--- src/rtl/vco_spi_master.sv ---
`timescale 1ns/1ps
// vco_spi_master
// Write-only SPI master feeding 32-bit register words from the settings bus to the
// front-end VCO/synthesizer. Words written to DATA_ADDR are queued in a 4-deep FIFO,
// shifted out MSB-first on vco_sclk/vco_sdata and latched with a vco_le pulse.
//
// Optional feature: define VCO_LOCK_MON_EN to synchronize vco_muxout and report
// locked / sticky lock_lost in the status word. Without it both bits read 0.
//
// Ports:
//   clock, reset_n         master clock, asynchronous active-low reset
//   serial_strobe/addr/data settings-bus write (single-cycle strobe)
//   vco_muxout             synthesizer lock detect (asynchronous)
//   vco_sclk/sdata/le      SPI clock (idles low), data, load enable
//   busy, done             word in flight / one-cycle end-of-word pulse
//   status                 {24'd0, lock_lost, locked, overflow, busy, 1'b0, fifo_level}
module vco_spi_master #(
    parameter logic [6:0] DATA_ADDR = 7'd40,
    parameter logic [6:0] CTRL_ADDR = 7'd41,
    parameter logic [7:0] CLKDIV    = 8'd4
) (
    input  logic        clock,
    input  logic        reset_n,
    input  logic        serial_strobe,
    input  logic [6:0]  serial_addr,
    input  logic [31:0] serial_data,
    input  logic        vco_muxout,
    output logic        vco_sclk,
    output logic        vco_sdata,
    output logic        vco_le,
    output logic        busy,
    output logic        done,
    output logic [31:0] status
);

    typedef enum logic [2:0] {
        S_IDLE, S_SHIFT, S_LE_SETUP, S_LE_HIGH, S_GAP, S_DONE
    } state_t;

    // Counter reload values: one sclk half-period, and the LE high time.
    localparam logic [8:0] L_HALF = {1'b0, CLKDIV} - 9'd1;
    localparam logic [8:0] L_LE   = {CLKDIV, 1'b0} - 9'd1;

    state_t      r_state;
    logic [8:0]  r_cnt;
    logic [4:0]  r_bit;
    logic [31:0] r_shift;

    logic [31:0] r_mem [4];
    logic [1:0]  r_wr_ptr;
    logic [1:0]  r_rd_ptr;
    logic [2:0]  r_level;
    logic        r_overflow;

    logic w_push_req;
    logic w_ctrl;
    logic w_pop;
    logic w_push;
    logic w_ovf_set;
    logic w_locked;
    logic w_lock_lost;

    assign w_push_req = serial_strobe && (serial_addr == DATA_ADDR);
    assign w_ctrl     = serial_strobe && (serial_addr == CTRL_ADDR);
    assign w_pop      = (r_state == S_IDLE) && (r_level != 3'd0);
    // A pop in the same cycle frees a slot, so a push at full is still accepted.
    assign w_push     = w_push_req && ((r_level != 3'd4) || w_pop);
    assign w_ovf_set  = w_push_req && (r_level == 3'd4) && !w_pop;

    always_ff @(posedge clock or negedge reset_n) begin
        if (!reset_n) begin
            for (int i = 0; i < 4; i++) r_mem[i] <= '0;
            r_wr_ptr <= '0;
            r_rd_ptr <= '0;
            r_level  <= '0;
        end else begin
            if (w_push) begin
                r_mem[r_wr_ptr] <= serial_data;
                r_wr_ptr        <= r_wr_ptr + 2'd1;
            end
            if (w_pop) r_rd_ptr <= r_rd_ptr + 2'd1;
            if (w_push && !w_pop)      r_level <= r_level + 3'd1;
            else if (!w_push && w_pop) r_level <= r_level - 3'd1;
        end
    end

    // Set has priority over clear.
    always_ff @(posedge clock or negedge reset_n) begin
        if (!reset_n)                      r_overflow <= 1'b0;
        else if (w_ovf_set)                r_overflow <= 1'b1;
        else if (w_ctrl && serial_data[0]) r_overflow <= 1'b0;
    end

    always_ff @(posedge clock or negedge reset_n) begin
        if (!reset_n) begin
            r_state   <= S_IDLE;
            r_cnt     <= '0;
            r_bit     <= '0;
            r_shift   <= '0;
            vco_sclk  <= 1'b0;
            vco_sdata <= 1'b0;
            vco_le    <= 1'b0;
            busy      <= 1'b0;
            done      <= 1'b0;
        end else begin
            case (r_state)
                S_IDLE: begin
                    done <= 1'b0;
                    busy <= 1'b0;
                    if (r_level != 3'd0) begin
                        r_shift   <= r_mem[r_rd_ptr];
                        vco_sdata <= r_mem[r_rd_ptr][31];
                        busy      <= 1'b1;
                        r_cnt     <= L_HALF;
                        r_bit     <= 5'd31;
                        r_state   <= S_SHIFT;
                    end
                end
                S_SHIFT: begin
                    if (r_cnt != 9'd0) begin
                        r_cnt <= r_cnt - 9'd1;
                    end else begin
                        r_cnt <= L_HALF;
                        if (!vco_sclk) begin
                            vco_sclk <= 1'b1;
                        end else begin
                            vco_sclk <= 1'b0;
                            if (r_bit == 5'd0) begin
                                r_state <= S_LE_SETUP;
                            end else begin
                                // Next bit goes out on the falling edge.
                                r_bit     <= r_bit - 5'd1;
                                r_shift   <= {r_shift[30:0], 1'b0};
                                vco_sdata <= r_shift[30];
                            end
                        end
                    end
                end
                S_LE_SETUP: begin
                    if (r_cnt != 9'd0) begin
                        r_cnt <= r_cnt - 9'd1;
                    end else begin
                        r_cnt   <= L_LE;
                        vco_le  <= 1'b1;
                        r_state <= S_LE_HIGH;
                    end
                end
                S_LE_HIGH: begin
                    if (r_cnt != 9'd0) begin
                        r_cnt <= r_cnt - 9'd1;
                    end else begin
                        r_cnt   <= L_HALF;
                        vco_le  <= 1'b0;
                        r_state <= S_GAP;
                    end
                end
                S_GAP: begin
                    if (r_cnt != 9'd0) begin
                        r_cnt <= r_cnt - 9'd1;
                    end else begin
                        done    <= 1'b1;
                        r_state <= S_DONE;
                    end
                end
                S_DONE: begin
                    done    <= 1'b0;
                    busy    <= 1'b0;
                    r_state <= S_IDLE;
                end
                default: r_state <= S_IDLE;
            endcase
        end
    end

`ifdef VCO_LOCK_MON_EN
    logic r_sync1;
    logic r_sync2;
    logic r_sync_prev;
    logic r_lock_lost;
    logic w_lock_fall;

    assign w_lock_fall = r_sync_prev && !r_sync2;

    always_ff @(posedge clock or negedge reset_n) begin
        if (!reset_n) begin
            r_sync1     <= 1'b0;
            r_sync2     <= 1'b0;
            r_sync_prev <= 1'b0;
            r_lock_lost <= 1'b0;
        end else begin
            r_sync1     <= vco_muxout;
            r_sync2     <= r_sync1;
            r_sync_prev <= r_sync2;
            if (w_lock_fall)                   r_lock_lost <= 1'b1;
            else if (w_ctrl && serial_data[1]) r_lock_lost <= 1'b0;
        end
    end

    assign w_locked    = r_sync2;
    assign w_lock_lost = r_lock_lost;
`else
    logic w_unused_muxout;
    assign w_unused_muxout = vco_muxout;
    assign w_locked        = 1'b0;
    assign w_lock_lost     = 1'b0;
`endif

    assign status = {24'd0, w_lock_lost, w_locked, r_overflow, busy, 1'b0, r_level};

endmodule

--- config.mk ---
export PLATFORM = sky130hd
export DESIGN_NAME = vco_spi_master
export DESIGN_NICKNAME = d
export VERILOG_FILES = /design/src/rtl/vco_spi_master.sv
export SDC_FILE = /design/constraint.sdc
export NUM_CORES = 1
export LEC_CHECK = 0
export ABC_AREA = 1
export BUFFER_PORTS_ARGS = -buffer_cell sky130_fd_sc_hd__clkbuf_2
export CORE_MARGIN = 2
export CORE_UTILIZATION = 45
export CTS_BUF_LIST = sky130_fd_sc_hd__clkbuf_8
export CTS_CLUSTER_DIAMETER = 50
export DETAILED_ROUTE_END_ITERATION = 12
export PLACE_DENSITY = 0.75
export SLEW_MARGIN = 10
export SYNTH_ARGS = -nofsm -noshare
export SYNTH_HDL_FRONTEND = slang
export SYNTH_SLANG_ARGS = --single-unit
--- constraint.sdc ---
create_clock -name clock -period 2.1 [get_ports clock]
set_input_delay 0.42 -clock clock [delete_from_list [all_inputs] [get_ports clock]]
set_output_delay 0.42 -clock clock [all_outputs]
set_load 0.05 [all_outputs]
======== Word level (Yosys, flattened, before mapping) ========
Index checks and enable logic that the tools add are counted.
word-level totals
  logic and storage cells ................. 124
  memory bits (read-only) ................. 0
  register bits after elaboration ......... 189
  input bits .............................. 43
  memories kept ........................... 0
  RAM bits ................................ 0
  bits in latches ......................... 0
  output and inout bits ................... 37
operators by class
  divide/modulo/power cells ............... 0
  shift-type cells ........................ 0
  bitwise operators ....................... 3
  $lt $le $gt $ge ......................... 3
  multiply operators ...................... 0
  add/sub/neg operators ................... 6
  mux-type cells .......................... 45
  reduce and logical (&&, ||, !) cells .... 32
  equality and inequality tests ........... 18
operator list
  operator             count
  $bwmux 128           1
  $mux 31              4
  $mux 32              3
  $bmux 32 s2          1
  $demux 32 s2         1
  $pmux 31 s2          1
  $mux 9               4
  $pmux 9 s4           1
  $mux 3               9
  $mux 5               4
  $ne 2x2->1 const B   8
  $pmux 3 s5           1
  $eq 7x6->1 const B   2
  $reduce_bool 2->1    6
  $logic_and 1x1->1    10
  $mux 1               10
  $pmux 5 s2           1
  $eq 3x3->1 const B   3
  $reduce_bool 9->1    1
  $sub 9x1->9 const B  1
  $pmux 1 s2           4
  $reduce_and 7->1     1
  $eq 3x2->1 const B   2
  $ge 3x3->1 const B   2
  20 further kinds     26

======== Logic depth before layout (Yosys ltp) ========
  word-level depth ........................ 8
  gate-level depth with buffers ........... 13
  mapped depth without buffers ............ 12

======== Least setup slack after synthesis ========
OpenSTA, ideal clock, no wires.
  kind .................................... reg-to-reg
  from .................................... register r_level[0]
  to ...................................... register r_level[2]
  library setup time ...................... 0.131 ns
  arrival ................................. 2.243 ns
  stages on the path, launching flop included .. 12
  setup slack ............................. -0.274 ns
  clock period less this slack ............ 2.374 ns
  required time ........................... 1.969 ns
  buffers on the path ..................... 1
  cell sequence ........................... dfrtp_1 -> nor2_1 -> nand3_2 -> nand2_2 -> inv_4 -> buf_2 -> ha_1 -> inv_1 -> fa_1 -> a21oi_1 -> o21ai_0 -> xor2_1
on the way
  longest elaborated chain between the ends .. 7
  elaborated cells between the ends (all ways) .. 14
  those cells by class .................... 2 x add/sub; 1 x eq/ne; 2 x mux; 9 x reduce/logical
RTL lines
  item                                line  RTL
  from (decl)                         52    logic [2:0] r_level;
  from (signal assigned)              82    if (w_push && !w_pop) r_level <= r_level + 3'd1;
  from (signal assigned)              83    else if (!w_push && w_pop) r_level <= r_level - 3'd1;
  $reduce_bool 3->1                   65    assign w_pop = (r_state == S_IDLE) && (r_level != 3'd0);
  $logic_and 1x1->1                   65
  $logic_or 1x1->1 (*)                67    assign w_push = w_push_req && ((r_level != 3'd4) || w_pop);
  $logic_and 1x1->1 (*)               67
  net w_push                          58    logic w_push;
  $logic_not 1->1                     83
  $logic_and 1x1->1                   83
  $reduce_bool 2->1 (no source line)  -
The timed path passes the listed nets; every way through them passes the cells marked *. The select of a mux whose other input is x is not followed.
A chain may end at the register's enable or synchronous reset.

======== Worst setup path after layout ========
  from .................................... register r_state[1]
  to ...................................... register r_level[2]
on the way
  longest elaborated chain between the ends .. 7
  elaborated cells between the ends (all ways) .. 10
  those cells by class .................... 1 x mux; 9 x reduce/logical
RTL lines
  item                                line  RTL
  from (decl)                         44    state_t r_state;
  from (signal assigned)              96    r_state <= S_IDLE;
  from (signal assigned)              116   r_state <= S_SHIFT;
  from (signal assigned)              129   r_state <= S_LE_SETUP;
  $logic_not 3->1 (*)                 65
  $logic_and 1x1->1 (*)               65
  $logic_or 1x1->1                    67
  $logic_and 1x1->1                   67
  $logic_not 1->1                     83
  $logic_and 1x1->1                   83
  $reduce_bool 2->1 (no source line)  -
Mark *: on every way between the ends. The rest lies on a longest branch, timed or not.

==> metrics list <==
- Outcome: complete, no violations
- In this run the critical register-to-register path is captured at r_level[2].
- Initial core utilization: 0.460
* Sum of routed wire length over all layers: about 23 mm
- For this run, the post-layout net count is roughly 1400.
- The repair_antennas step left the layout with diodes totalling 0.
* Floorplan die width: about 150 um
- The share of synthesized area in the top cell type comes to 0.490.
- STA classifies the critical path endpoint as a flop.
- Total number of vias: 8298
* Via count normalized by instance count: slightly above 5
* Routability cong.: 0.871
* Leakage: 5.61 nW
* Worst skew pair latency: between 0.4 and 0.5 ns
* Iter 0 DRT Violations: around 690
- Max-slew violation count: 0
* Finish-stage setup viols: 0
- After synthesis, the netlist uses 34 different library cells.
- Antenna violations before repair: 0
* Most frequent cells after synthesis: 537 x nand2_1, 240 x nand3_1, 189 x dfrtp_1
* Clock-pin slew on the worst setup and hold paths: about 0.1 ns
- CTS tree: yes
- The share of the Yosys chip area taken by registers is 0.490.
* Final design utilization: 0.504
- CTS H-tree depth: 4
- Syn-to-layout area delta: 9.57%
- The cell count after synthesis came out at between 1000 and 1500.
* Endpoint required time on the critical path: roughly 2.5 ns
* Min Tclk post-route: a little under 2 ns
- Placed standard-cell area: about 10000 um2
- Across all hold checks on the routed design, the worst slack comes to roughly 0.20 ns.
- Power spread over the standard cell area amounts to approximately 640 nW/um2.
- In this run the worst setup path begins at r_state[1].
- In this run the vertical extent of the chip is 151 um.
- Highest clock frequency the design can meet: between 0.5 and 0.6 GHz
* Final hold violation count: 0
- STA classifies the critical path startpoint as a flop.
* Share of synthesized flip-flops with an asynchronous set or reset: 1.00
- Across every metal layer, demand over resource in global routing totals 0.218.
- Data on the critical path arrives at its endpoint at between 2 and 2.5 ns.
- The first TritonRoute pass finished after 6 iterations.
- Crit share post-route: 0.941
- Worst Skew: ~0.018 ns
- Pin placement for this block handled 80 I/O pins.
- The clock passes through at most 2 buffers.
- DP HPWL: 14.7 mm
- In this run the clock root is driven by a clkbuf_8.
- Yosys Warn Count: 0
- Measured in cells, the most critical reg-to-reg path has a length of 11.
* Area of the core: ~21000 um2
* Number of enable-type register cells in the synthesized netlist: 0
- In this run the tightest slew margin relative to its limit is 0.661.
* Overall die area: about 23000 um2
* Measured slew at the worst slew-check pin: just over 0.5 ns
- DRC: 0
- Worst IR Drop VDD: around 0.44 mV
- Summing every instance area after synthesis gives 9660 um2.
* CTS buffer count: 17
- Max Cap Violations: 0
* Design area: ~11000 um2
* Global route overflow: 0
- Dividing the synthesized area by the synthesized cell count gives between 7 and 8 um2.
- The worst setup path is of the reg2reg kind.
- Of all cell types, the one taking the most synthesized area is dfrtp_1.
- The number of global-route vias before repair came to between 7000 and 8000.
- I/O Buffers: 51
- Setup repair after global routing left no endpoint under its margin.
- CTS saw between 150 and 200 sinks.
- The setup check on the worst reg-to-reg path leaves a slack of around 0.12 ns.
- The path class of the tightest hold or removal check is in2reg.
- The worst register-to-register path begins at r_state[1].
* Library cell with the highest instance count after synthesis: nand2_1
- Residual antenna-violating net count after detailed routing: 0
- Post-synthesis register bit count: 189
- Worst Path Max Fanout: 6
- Among all flip-flop cells after synthesis, the most frequent one is dfrtp_1.
- In the final routed layout, each cell accounts on average for between 10 and 15 um.
- Global-route wire length before repair: slightly below 40 mm
- Entering global routing, the biggest net connects 61 pins.
- Of the cells placed in the final design, the portion with a size suffix greater than 1 is 0.120.
* Synth area leaders: dfrtp_1 49%, nand2_1 21%, nand3_1 12%, inv_1 2.4%, buf_4 2.4%
* Placement row count: 53
- CP endpoint: r_level[2]
==> per-layer routing <==
| layer | wire length (um) | global-route usage | vias to the layer above |
|---|---|---|---|
| met1 | 10100 | 0.290 | 3909 |
| met2 | 11200 | 0.362 | 286 |
| met3 | 1600 | 0.0361 | 34 |
| li1 | - | - | 4069 |
| met4 | 412 | 0.0797 | 0 |
| met5 | 0 | 0 | - |
==> worst min-delay path by stage <==
| stage | endpoint | from | slack [ns] | cells past startpoint |
|---|---|---|---|---|
| global route | r_mem[111] | serial_data[15] | 0.19 | 3 |
| floorplan | busy | reset_n | 0.12 | 0 |
| detailed placement | r_mem[50] | reset_n | 0.43 | 1 |
| finish | r_mem[17] | serial_data[17] | 0.20 | 3 |
| CTS | r_mem[17] | serial_data[17] | 0.19 | 3 |
| global placement | r_mem[50] | reset_n | 0.43 | 1 |
==> area by class of cell <==
type	instances	area, um2
well taps	275	344
repair buffers	101	708
fillers	2030	10400
clock inverters	13	141
inverters	70	265
clock buffers	18	248
flip-flops and latches	189	4740
multi-input cells	938	4140
==> power by group <==
group | internal (mW) | leakage [nW] | switching [mW]
Combinational | 0.146 | 2.85 | 0.476
Sequential | 3.72 | 2.57 | 0.0527
Clock | 1.09 | 0.197 | 1.34
Total | 4.95 | 5.61 | 1.87
==> placed cells by master (no fill, tap or decap), drive strengths merged <==
master | synthesis | final
mux2 | 1 | 1
nand3b | 1 | 1
xnor2 | 1 | 1
dfrtp | 189 | 189
bufinv | 0 | 2
a21oi | 6 | 6
or2 | 2 | 2
o21bai | 1 | 1
dlygate4sd3 | 0 | 1
conb | 1 | 27
buf | 76 | 49
o21ai | 52 | 52
nand3 | 244 | 244
clkinv | 0 | 6
inv | 70 | 73
o22a | 1 | 1
clkbuf | 32 | 69
xor2 | 7 | 7
ha | 9 | 9
clkinvlp | 0 | 2
nand2 | 541 | 541
nor2 | 34 | 34
nand4 | 8 | 8
fa | 1 | 1
o31ai | 1 | 1
nor3 | 1 | 1
==> kinds of logic (layout without fill, tap and decap cells) <==
family	Yosys count	in the layout	share of synthesized area
flip-flops	189	189	0.490
XOR/XNOR	8	8	0.00725
multiplexers	1	1	0.00117
AO/OA/AOI/OAI	61	61	0.0325
adder cells (fa/ha/maj)	10	10	0.0137
buffers and inverters	178	202	0.0927
other	1	27	0.000388
AND/OR/NAND/NOR	831	831	0.363
==> per-stage QoR <==
step                power [mW]  std cells  TNS, ns  setup WS, ns
floorplan                 4.21       1305  -0.0173      -0.00998
global route              7.09       1604        0        0.0129
finish                    6.82       1604        0         0.125
CTS                       6.87       1601        0        0.0835
global placement          4.44       1569  -0.0126       -0.0126
detailed placement        4.46       1569  -0.0301       -0.0235
==> sequential cells by signal, summed over array words and instances, names as in the netlist <==
signal,cells
r_rd_ptr,2
done,1
r_shift,31
vco_le,1
vco_sclk,1
r_state,3
vco_sdata,1
r_wr_ptr,2
r_mem,128
r_level,3
busy,1
r_cnt,9
r_overflow,1
r_bit,5
==> what timing repair did <==
action / CTS / global route
hold endpoints to repair: 49 / 0
endpoints found under the setup margin: 0 / 61
setup buffers: 0 / 3
hold buffers: 1 / 0
gates resized for setup: 0 / 2
==> critical path: stages, from the launching register on <==
cell	delay, ns
dfrtp_2	0.48
nor2_4	0.16
nand2_2	0.10
nand3_2	0.10
nand2_2	0.08
inv_4	0.05
ha_1	0.14
inv_2	0.04
fa_2	0.33
a21oi_1	0.14
o21ai_1	0.09
xor2_1	0.15
(Power assumes the default switching activity.)
